`src/rtl/aes_seq_pkg.sv`:
```
// Shared state encoding, block geometry and word slicing for the AES FIFO sequencer.
package aes_seq_pkg;

  localparam int WORD_W          = 32;
  localparam int BLOCK_W         = 128;
  localparam int WORDS_PER_BLOCK = 4;

  typedef enum logic [2:0] {
    IDLE,
    FETCH,
    START,
    WAIT,
    DRAIN
  } state_t;

  // Word 0 is the most significant word of the block.
  function automatic logic [WORD_W-1:0] word_sel(input logic [BLOCK_W-1:0] blk,
                                                 input logic [1:0]         idx);
    return blk[BLOCK_W-1-WORD_W*int'(idx) -: WORD_W];
  endfunction

endpackage

```
`src/rtl/aes_seq_word_unpack.sv`:
```
// Holds the AES result block and presents one 32-bit word of it, MSW at select 0.
module aes_seq_word_unpack
  import aes_seq_pkg::*;
(
  input  logic               clk,
  input  logic               resetn,
  input  logic               load,
  input  logic [BLOCK_W-1:0] din,
  input  logic [1:0]         sel,
  output logic [WORD_W-1:0]  dout
);

  logic [BLOCK_W-1:0] r_hold;
  logic [WORD_W-1:0]  w_words [WORDS_PER_BLOCK];

  always_ff @(posedge clk) begin
    if (!resetn) begin
      r_hold <= '0;
    end else if (load) begin
      r_hold <= din;
    end
  end

  generate
    for (genvar gi = 0; gi < WORDS_PER_BLOCK; gi++) begin : g_word
      assign w_words[gi] = word_sel(r_hold, 2'(gi));
    end
  endgenerate

  assign dout = w_words[sel];

endmodule

```
`src/rtl/aes_fifo_sequencer.sv`:
```
// Packs four FIFO words into an AES block, runs the core, unpacks the result to the output FIFO.
// Optional WAIT watchdog is built only when SEQ_TIMEOUT_EN is defined.
module aes_fifo_sequencer #(
  parameter int WORD_W         = 32,
  parameter int BLOCK_W        = 128,
  parameter int CNT_W          = 16,
  parameter int TIMEOUT_CYCLES = 64
) (
  input  logic               clk,
  input  logic               resetn,
  input  logic               enable,
  input  logic               in_empty,
  output logic               in_read,
  input  logic [WORD_W-1:0]  in_data,
  output logic [BLOCK_W-1:0] aes_block,
  output logic               aes_start,
  input  logic               aes_done,
  input  logic [BLOCK_W-1:0] aes_result,
  input  logic               out_full,
  output logic               out_write,
  output logic [WORD_W-1:0]  out_data,
  output logic               busy,
  output logic [CNT_W-1:0]   blocks_done,
  output logic               err_timeout
);
  import aes_seq_pkg::*;

  state_t             r_state;
  logic [2:0]         r_rd_cnt;
  logic [1:0]         r_cap_cnt;
  logic [1:0]         r_wr_cnt;
  logic               r_rd_d;
  logic [BLOCK_W-1:0] r_aes_block;
  logic               r_aes_start;
  logic [CNT_W-1:0]   r_blocks_done;
  logic               w_in_read;
  logic               w_out_write;
  logic               w_load;
  logic               w_timeout;

  // Strobes stay combinational so they can never fire against a flag that just changed.
  assign w_in_read   = (r_state == FETCH) && !in_empty && (r_rd_cnt < 3'(WORDS_PER_BLOCK));
  assign w_out_write = (r_state == DRAIN) && !out_full;
  assign w_load      = (r_state == WAIT) && aes_done;

`ifdef SEQ_TIMEOUT_EN
  localparam int TO_W = $clog2(TIMEOUT_CYCLES + 1);

  logic [TO_W-1:0] r_wait_cnt;
  logic            r_err;

  assign w_timeout = (r_state == WAIT) && !aes_done &&
                     (r_wait_cnt == TO_W'(TIMEOUT_CYCLES - 1));

  always_ff @(posedge clk) begin
    if (!resetn) begin
      r_wait_cnt <= '0;
      r_err      <= 1'b0;
    end else if ((r_state == WAIT) && !aes_done && !w_timeout) begin
      r_wait_cnt <= r_wait_cnt + TO_W'(1);
    end else begin
      r_wait_cnt <= '0;
      if (w_timeout) begin
        r_err <= 1'b1;
      end
    end
  end

  assign err_timeout = r_err;
`else
  assign w_timeout   = 1'b0;
  assign err_timeout = 1'b0;
`endif

  always_ff @(posedge clk) begin
    if (!resetn) begin
      r_state       <= IDLE;
      r_rd_cnt      <= '0;
      r_cap_cnt     <= '0;
      r_wr_cnt      <= '0;
      r_rd_d        <= 1'b0;
      r_aes_block   <= '0;
      r_aes_start   <= 1'b0;
      r_blocks_done <= '0;
    end else begin
      r_rd_d <= w_in_read;
      case (r_state)
        IDLE: begin
          if (enable) begin
            r_state <= FETCH;
          end
        end
        FETCH: begin
          if (w_in_read) begin
            r_rd_cnt <= r_rd_cnt + 3'd1;
          end
          // in_data is the registered FIFO output, valid the cycle after the read strobe.
          if (r_rd_d) begin
            r_aes_block[BLOCK_W-1-WORD_W*int'(r_cap_cnt) -: WORD_W] <= in_data;
            r_cap_cnt <= r_cap_cnt + 2'd1;
            if (r_cap_cnt == 2'd3) begin
              r_rd_cnt    <= '0;
              r_aes_start <= 1'b1;
              r_state     <= START;
            end
          end
        end
        START: begin
          r_aes_start <= 1'b0;
          r_state     <= WAIT;
        end
        WAIT: begin
          if (aes_done) begin
            r_state <= DRAIN;
          end else if (w_timeout) begin
            r_state <= IDLE;
          end
        end
        DRAIN: begin
          if (w_out_write) begin
            r_wr_cnt <= r_wr_cnt + 2'd1;
            if (r_wr_cnt == 2'd3) begin
              r_blocks_done <= r_blocks_done + CNT_W'(1);
              r_state       <= IDLE;
            end
          end
        end
        default: r_state <= IDLE;
      endcase
    end
  end

  aes_seq_word_unpack u_unpack (
    .clk    (clk),
    .resetn (resetn),
    .load   (w_load),
    .din    (aes_result),
    .sel    (r_wr_cnt),
    .dout   (out_data)
  );

  assign in_read     = w_in_read;
  assign out_write   = w_out_write;
  assign aes_block   = r_aes_block;
  assign aes_start   = r_aes_start;
  assign busy        = (r_state != IDLE);
  assign blocks_done = r_blocks_done;

endmodule

```
`config.mk`:
```
export PLATFORM = sky130hd
export DESIGN_NAME = aes_fifo_sequencer
export DESIGN_NICKNAME = d
export VERILOG_FILES = /design/src/rtl/aes_seq_pkg.sv /design/src/rtl/aes_seq_word_unpack.sv /design/src/rtl/aes_fifo_sequencer.sv
export SDC_FILE = /design/constraint.sdc
export NUM_CORES = 1
export LEC_CHECK = 0
export ABC_CLOCK_PERIOD_IN_PS = 2310
export CAP_MARGIN = 20
export CORE_ASPECT_RATIO = 1.25
export CORE_MARGIN = 2
export CORE_UTILIZATION = 47
export CTS_CLUSTER_DIAMETER = 200
export DETAILED_ROUTE_END_ITERATION = 7
export PLACE_DENSITY = 0.85
export SLEW_MARGIN = 40
export SYNTH_ARGS = -nofsm -noshare
export SYNTH_HDL_FRONTEND = slang
export SYNTH_HIERARCHICAL = 1
export SYNTH_SLANG_ARGS = --single-unit
```
`constraint.sdc`:
```
create_clock -name clk -period 2.31 [get_ports clk]
set_input_delay 0.462 -clock clk [delete_from_list [all_inputs] [get_ports clk]]
set_output_delay 0.462 -clock clk [all_outputs]
set_load 0.05 [all_outputs]
```
# == Yosys cells after proc, flatten, opt, wreduce, memory -nomap -nowiden ==
# Cells that the tools add are included.
# word_totals
reg_bits,284
input_bits,166
wordCells,63
# classes
n_addsub,6
n_lt_le_gt_ge,2
n_eq_ne,12
n_shift,2
muxes,17
n_bitwise,1
n_reduce_logical,14
# op_table
cell,count
variable shift 32 x 33 -> 159 bit (first input constant),1
variable part select 32 x 33 -> 159 bit,1
bitwise mux 128 bit,1
binary-select mux 32 bit (select 2 bit),1
2-to-1 mux 32 bit,2
negator 8 -> 33 bit,1
2-to-1 mux 3 bit,9
adder 16 x 1 -> 16 bit (second input constant),1
case mux 3 bit (5 select lines),1
!= test 2 bit (second input constant),4
subtractor 7 x 7 -> 8 bit (first input constant),1
equality test 3 x 2 -> 1 bit (second input constant),2
AND reduction 3 bit,2
AND reduction 6 bit,1
adder 2 x 1 -> 2 bit (second input constant),2
equality test 2 bit (second input constant),2
logical AND 1 bit,4
!= test 2 x 1 -> 1 bit (second input constant),2
AND reduction 2 bit,2
adder 3 x 1 -> 3 bit (second input constant),1
equality test 3 x 1 -> 1 bit (second input constant),1
equality test 3 bit (second input constant),1
>= comparator 3 bit (second input constant),1
logical NOT 3 bit,1
7 further kinds,9

# == Longest topological paths before layout ==
# Gate-level depths: netlist of run 1.
# depth
ltp_word,6
mapped_depth,8
mapped_depth_nobuf,5

# == Hierarchy ==
# Netlist of run 1, hierarchy kept.
# by_module_without_submodules
mod,instances,cells_each,area_per_inst_um2,seq_area_each_um2
aes_fifo_sequencer,1,667,5863.1,3123.0
aes_seq_word_unpack,1,452,5640.4,2562.5

# == Worst setup path before layout of run 1 ==
# Ideal clock, no wire load.
# synth_path
path_kind,register to output
startpoint,register r_state[0]
endpoint,output port out_write
t_arrival_ns,1.691
required_time_ns,1.848
slack_ns,0.157
path_stages_with_launch,5
path_buffers,2
cell_sequence,dfxtp_1 buf_4 or3b_1 buf_2 nor2_1
# synth_via
elab_chain_len,2
# synth_lines
element,line,rtl
"start, declared",aes_fifo_sequencer.sv:28,state_t r_state;
"start signal, assigned",aes_fifo_sequencer.sv:77,r_state <= IDLE;
"start signal, assigned",aes_fifo_sequencer.sv:90,r_state <= FETCH;
"start signal, assigned",aes_fifo_sequencer.sv:104,r_state <= START;
equality test 3 bit,aes_fifo_sequencer.sv:43,assign w_out_write = (r_state == DRAIN) && !out_full;
logical AND 1 bit,aes_fifo_sequencer.sv:43,
"end, declared",aes_fifo_sequencer.sv:20,"output logic out_write,"
# No other way between the ends.

# == Final worst setup path of run 1 ==
# layout_path
startpoint,register r_wr_cnt[0]
endpoint,output port out_data[1]
# layout_via
elab_chain_len,4
# layout_lines
element,line,rtl
"start, declared",aes_fifo_sequencer.sv:31,logic [1:0] r_wr_cnt;
"start signal, assigned",aes_fifo_sequencer.sv:121,r_wr_cnt <= r_wr_cnt + 2'd1;
inverter 2 -> 3 bit (implied by the code),aes_seq_word_unpack.sv:30,assign dout = w_words[sel];
binary-select mux 32 bit (select 2 bit),aes_seq_word_unpack.sv:30,
2-to-1 mux 32 bit (implied by the code) (2 in a row),aes_seq_word_unpack.sv:30,
"end, declared",aes_fifo_sequencer.sv:21,"output logic [WORD_W-1:0] out_data,"
# No other way between the ends. The select of a mux whose other input is x is not followed.

==> impl_results.md, run 1 <==
* Synthesized Nets at 1292
* LEAKAGE at about 5.6 nW
* Pin count of the biggest net entering global routing at 140
* RSZ-0062 raised after global routing: yes
* CTS tree: yes
* #FFs+latches synth at roughly 280
* Slowest CP cell: mux4_2
* CTS Hold Buffers Added at 0
* TritonRoute pass-1 iters at 5
* Number of flops mapped to enable cells by yosys at 0
* Synth unique cells at 44
* Delay-heaviest family, CP: multiplexers
* # diodes at 0
* Worst vdd ir at roughly 0.63 mV
* DRT antenna net count at 0
* Maximum buffer depth of the clock tree at 3
* Clock Latency Late Sink at 540 ps
* CTS root buf: clkbuf_16
* Final Max Slew Viols at 0
* DRT iter0 DRCs at ~480
* Min-delay src: aes_block[121]$_SDFFE_PN0P_
* HP Class: reg2reg
* Worst-case reg-to-reg path depth at 7
* Worst path bufs/invs at 2
* Post-Layout Inst Area at around 17000 sq um
* Synth Warn # at 6
* Fin crit period at 2330 ps
* Rows at 64
* Clk slew on worst S/H paths at 60 ps
* HPWL after DPL at 23000 um
* Synth async-reset ratio at 0%
* Peak Freq at 428 MHz
* Reg2Reg Setup Slack at 350 ps
* Placed inst area at ~16000 sq um
* Layout cell share with drive strength beyond 1 at 11.4%
* Net count, final at 1613
* Die ar. at 25800 sq um
* Area contributors post-synth: dfxtp_1 49%, mux2i_1 12%, nor2b_1 7.0%
* Commonest non-fill, non-tap cell in the layout: clkdlybuf4s50_1
* Predominant post-synthesis flop cell: dfxtp_1
* Crit path kind: reg2out
* Num CTS Buffers at 28
* Gr ovfl total at 0
* GRT Util Overall at 25.6%
* Reg2reg start: r_state[1]$_SDFFE_PN0P_
* Failing checks: setup timing
* First-pass GRT wire length at 52100 um
* Initial antenna violation count at 0
* H-Tree Depth at 1
* Yosys top cell area share at roughly half
* Mapped Area at 11500 sq um
* Final Cycle Share at 101%
* Crit. End Element: output pin
* Hold Vio Cnt, Final at 0
* Place WS at ~63 ps
* Maxcap violations at 0
* Run status: complete, but fails checks
* FILL cells at 1720
* Avg Inst Size Synth at 10.3 sq um
* Power per cell area at 619 nW/um^2
* Final WS setup at -24.5 ps
* Total core area at 24300 sq um
* Top Ports at approximately 350
* Final clock skew at 16.0 ps
* Die Y at roughly 180 um
* Worst endpoint data arrival time at 1870 ps
* Total routed wirelength at 35000 um
* Worst Path Max Fanout at 5
* Area leader, netlist: dfxtp_1
* Slew HR at 58.6%
* Port bufs at 345
* DRC Markers at 0
* Vias in the first global route at 9519
* Commonest cells after routing, fill and taps aside: 302 x clkdlybuf4s50_1, 279 x dfxtp_1, 133 x mux2i_1, 129 x nor2b_1, 112 x nand2_1
* Delay of the slowest critical-path stage at around 560 ps
* CP required at about 1900 ps
* Chip Width at 144 um
* Hold Path Depth at 2
* Cells along the critical path: buf_12 -> mux4_2 -> buf_6
* Initial Util at 47.4%
* Final RePlAce weighted congestion at ~0.82
* Via density per instance at 5.37
* Syn Inst Count at 1119
* Worst hold endpoint: aes_block[121]$_SDFFE_PN0P_
* Critical R2R Capture: aes_block[90]$_SDFFE_PN0P_
* # setup viols final at 14
* Setup crit start kind: flip-flop
* Routed WL per cell at 19.5 um
* Via count at between 9k and 10k
* Seq/Total Area, Yosys at 49.4%
* Area Overhead vs Synth at 44.6%
* Worst Tran Pin Value at 619 ps
* Clk sinks at 284
==> worst register-to-register path: cells and delay by family (launching register included) <==
family                 cells  cell delay (ps)
DFF                        1              350
and+or+nand+nor            3              610
AOI/OAI and AO/OA          1              180
buffers and inverters      3              750
==> Yosys cell counts, types with 2 or more instances <==
cell type  instances
buf_6              7
nor2b_1          129
a22o_1            32
and4_1             5
nand3_1          101
o21ai_0            7
buf_4             26
clkbuf_1          49
o21a_1             4
nor3b_1            2
buf_12             2
a21oi_1          103
xor2_1             2
nand2b_1           7
nand2_1          112
mux4_2            26
or3_1              3
buf_2              8
nor4_2             2
nand4_1            3
nor3_1             6
mux4_1             6
inv_1              6
dfxtp_1          284
ha_1               7
and2_1             4
xnor2_1            8
mux2i_1          133
nor2_1            20
==> how the worst max path moves through the flow <==
stage                                   from                           endpoint  depth (start not counted)
floorplan            r_state[0]$_SDFFE_PN0P_                          out_write                          4
global placement                    aes_done   u_unpack/r_hold[48]$_SDFFE_PN0P_                          7
detailed placement                  aes_done  u_unpack/r_hold[113]$_SDFFE_PN0P_                          7
CTS                 r_wr_cnt[0]$_SDFFE_PN0P_                       out_data[18]                          4
global route        r_wr_cnt[0]$_SDFFE_PN0P_                        out_data[9]                          3
finish              r_wr_cnt[0]$_SDFFE_PN0P_                        out_data[1]                          3
==> final cells by class <==
| cell class | instances | area (sq um) | share of cell area [%] |
|---|---|---|---|
| flip-flops and latches | 284 | 5700 | 34.3 |
| multi-input cells | 736 | 5280 | 31.7 |
| clock inverters | 12 | 171 | 1.03 |
| repair buffers | 383 | 4230 | 25.5 |
| inverters | 7 | 27.5 | 0.166 |
| well taps | 330 | 413 | 2.48 |
| clock buffers | 40 | 807 | 4.85 |
==> sequential cells by signal (all words and copies together), names as in the netlist <==
| signal | count |
|---|---|
| blocks_done | 16 |
| aes_block | 128 |
| r_rd_d | 1 |
| aes_start | 1 |
| r_cap_cnt | 2 |
| r_wr_cnt | 2 |
| r_rd_cnt | 3 |
| u_unpack/r_hold | 128 |
| r_state | 3 |
==> stage by stage <==
step	instances	hold WS (ps)	TNS, ps	utilization, %	power (mW)
after floorplan	1119	453	0	-	5.20
after global placement	1734	437	0	64.0	5.59
after detailed placement	1734	444	0	64.0	5.58
after CTS	1791	451	-2440	68.5	10.4
after global routing	1792	467	-1790	68.5	10.6
final	1792	449	-105	68.5	10.3
==> cells by family after synthesis <==
family,share of synthesized area [%]
xor+xnor,0.761
simple gates,18.3
buf+inv,4.91
compound gates,7.74
fa+ha+maj,0.761
other cells,0.0326
flops,49.4
mux,18.0
==> power by group <==
part	total (mW)	internal, mW	leakage (nW)	switching (mW)
logic	0.573	0.331	2.82	0.242
registers	4.91	4.90	2.29	0.00887
clock network	4.81	2.88	0.483	1.92
==> metal layers <==
layer | GRT usage [%] | vias to the layer above | part of all wire (%)
li1 | - | 4531 | -
met1 | 29.7 | 4548 | 37
met2 | 43.4 | 474 | 48
met3 | 10.0 | 77 | 12
met4 | 7.97 | 0 | 3.0
met5 | 0 | - | 0
==> what timing repair did <==
item / CTS / global route
gates cloned: 2 / 0
gates resized for setup: 18 / 12
pin swaps: 0 / 2
endpoints found under the setup margin: 37 / 34
buffers inserted: 3 / 4
Note: power is estimated with default switching activity, not from simulation.
==> run 2: changes to the inputs <==
--- a/config.mk
+++ b/config.mk
@@ -13,6 +13,7 @@
 export CTS_CLUSTER_DIAMETER = 200
 export DETAILED_ROUTE_END_ITERATION = 7
 export PLACE_DENSITY = 0.85
+export REMOVE_ABC_BUFFERS = 1
 export SLEW_MARGIN = 40
 export SYNTH_ARGS = -nofsm -noshare
 export SYNTH_HDL_FRONTEND = slang
==> run 2 against run 1 <==
The flow still finishes with violations (setup timing). Fmax down 2.0%. Core utilization up 1.0 points. Clock power up 9.1%. Clock skew down 7.1 ps. First-iteration DRC count down 8.6%. Combinational power about the same. Cell area up 1.5%. Critical endpoint is now out_data[3].
==> impl_results.md, run 2 (same netlist as run 1, synthesis figures left out) <==
* RSZ-0062 raised after global routing: yes (unchanged)
* Final clock skew at 8.89 ps (was 16.0 ps)
* Commonest non-fill, non-tap cell in the layout: clkdlybuf4s50_1 (unchanged)
* Rows at 64 (unchanged)
* Pin count of the biggest net entering global routing at 116 (was 140)
* Power per cell area at 636 nW/um^2 (was 619 nW/um^2)
* Crit. Startpoint: r_wr_cnt[0]$_SDFFE_PN0P_ (unchanged)
* Routed WL per cell at 20.3 um (was 19.5 um)
* Crit path kind: reg2out (unchanged)
* DRT iter0 DRCs at 434 (was 475)
* Final core utilization at 69.6% (was 68.5%)
* CTS tree: yes (unchanged)
* Failing checks: setup timing (unchanged)
* Final RePlAce weighted congestion at 0.821 (was 0.820)
* Worst vdd ir at 0.664 mV (was 0.630 mV)
* Final Cycle Share at 103% (was 101%)
* DRT antenna net count at 0 (unchanged)
* Hold Vio Cnt, Final at 0 (unchanged)
* Maximum buffer depth of the clock tree at 3 (unchanged)
* H-Tree Depth at 1 (unchanged)
* Min-delay src: resetn (was aes_block[121]$_SDFFE_PN0P_)
* Crit. End Element: output pin (unchanged)
* Via count at 9786 (was 9630)
* WHS at 354 ps (was 449 ps)
* Gr ovfl total at 0 (unchanged)
* DRC Markers at 0 (unchanged)
* Peak Freq at 420 MHz (was 428 MHz)
* CTS root buf: clkbuf_16 (unchanged)
* Clock Latency Late Sink at 540 ps (about the same)
* Worst Tran Pin Value at 581 ps (was 619 ps)
* HPWL after DPL at 23700 um (was 23000 um)
* Layout cell share with drive strength beyond 1 at 12.3% (was 11.4%)
* Vias in the first global route at 10.2k (was 9519)
* Via density per instance at 5.43 (was 5.37)
* Clk sinks at 284 (unchanged)
* Run status: complete, but fails checks (unchanged)
* Worst endpoint data arrival time at 1920 ps (was 1870 ps)
* CP required at 1850 ps (about the same)
* Net count, final at 1624 (was 1613)
* Fin crit period at 2380 ps (was 2330 ps)
* Final Max Slew Viols at 0 (unchanged)
* # diodes at 0 (unchanged)
* Num CTS Buffers at 29 (was 28)
* Max layer used: met5 (was met4)
* Chip Width at 144 um (unchanged)
* Place WS at 105 ps (was 62.6 ps)
* TritonRoute pass-1 iters at 5 (unchanged)
* Worst Path Max Fanout at 5 (unchanged)
* HP Class: in2reg (was reg2reg)
* Routed wl met3 at 4600 um (was 4200 um)
* Reg2reg start: r_wr_cnt[0]$_SDFFE_PN0P_ (was r_state[1]$_SDFFE_PN0P_)
* Top Ports at 347 (unchanged)
* Wl on met1 at 13000 um (about the same)
* GRT Util Overall at 27.3% (was 25.6%)
* Initial antenna violation count at 1 (was 0)
* Total routed wirelength at 36600 um (was 35000 um)
* Maxcap violations at 0 (unchanged)
* DR WL met2 at 17700 um (was 16700 um)
* Total core area at 24300 sq um (unchanged)
* Die ar. at 25800 sq um (unchanged)
* Setup crit start kind: flip-flop (unchanged)
* Clk slew on worst S/H paths at 60 ps (about the same)
* Initial Util at 47.4% (unchanged)
* First-pass GRT wire length at 54800 um (was 52100 um)
* Final WS setup at -72.8 ps (was -24.5 ps)
* Die Y at 179 um (unchanged)
* Slew HR at 61.2% (was 58.6%)
* # setup viols final at 28 (was 14)
* Port bufs at 345 (unchanged)
* Commonest cells after routing, fill and taps aside: 304 x clkdlybuf4s50_1, 279 x dfxtp_1, 133 x mux2i_1, 129 x nor2b_1, 112 x nand2_1 (was 302 x clkdlybuf4s50_1, 279 x dfxtp_1, 133 x mux2i_1, 129 x nor2b_1, 112 x nand2_1)
* Power, Total at 10.7 mW (was 10.3 mW)
* Area Overhead vs Synth at 46.8% (was 44.6%)
* LEAKAGE at 5.67 nW (was 5.60 nW)
-- run 2: cell types whose count changed in the layout (fill, tap and decap cells not counted), moves of 2 or more --
cell,delta
mux4_1,-4
bufinv_16,+4
buf_6,+3
clkinv_4,-2
clkdlybuf4s50_1,+2
clkbuf_1,-3
mux4_2,+4
buf_16,+2
-- run 2: worst max-delay path: stages, from the launching register on --
cell,delay (ps)
dfxtp_4,410
buf_12,130
buf_12,120
mux4_2,550
buf_12,180
-- run 2: routing by layer --
layer  GRT usage (%)  vias to the layer above
met5               0                        -
met1            29.3                     4666
met4            12.2                        2
met2            47.2                      491
met3            11.0                       83
li1                -                     4544
-- run 2: layout make-up --
class                      instances  area (sq um)
inverter                           7          27.5
tap                              330           413
clock buffer                      37           796
timing repair buffer             393          4410
multi-input combinational        736          5260
sequential                       284          5700
clock inverter                    15           278
fill                            1650          7380
-- run 2: worst paths after layout --
kind                            cells past startpoint  slack (ps)                      endpoint
worst max-delay path                                4         -70                   out_data[3]
worst min-delay path                                2         350       r_state[2]$_SDFFE_PN0P_
worst max register to register                      8         300  blocks_done[12]$_SDFFE_PN0P_
worst min register to register                      2         450    aes_block[53]$_SDFFE_PN0P_
-- run 2: where the power goes --
part | switching (mW) | leakage, nW | internal (mW)
clock | 1.94 | 0.528 | 3.31
sequential | 0.00965 | 2.29 | 4.91
combinational | 0.245 | 2.86 | 0.326
total | 2.20 | 5.67 | 8.54
-- run 2: repair_timing --
action / CTS / global route
setup endpoints to repair: 36 / 35
gates cloned: 4 / 1
pin swaps: 0 / 1
hold buffers: 0 / 0
gates resized for setup: 27 / 10
setup buffers: 10 / 5
-- run 2: stage by stage --
stage          TNS (ps)  std cells  instance area, sq um
2_1_floorplan  -1634470       1027                 11000
3_3_place_gp          0       1732                 15500
3_5_place_dp          0       1732                 15500
4_1_cts           -2260       1798                 16800
5_1_grt           -2600       1802                 16900
6_report          -1120       1802                 16900
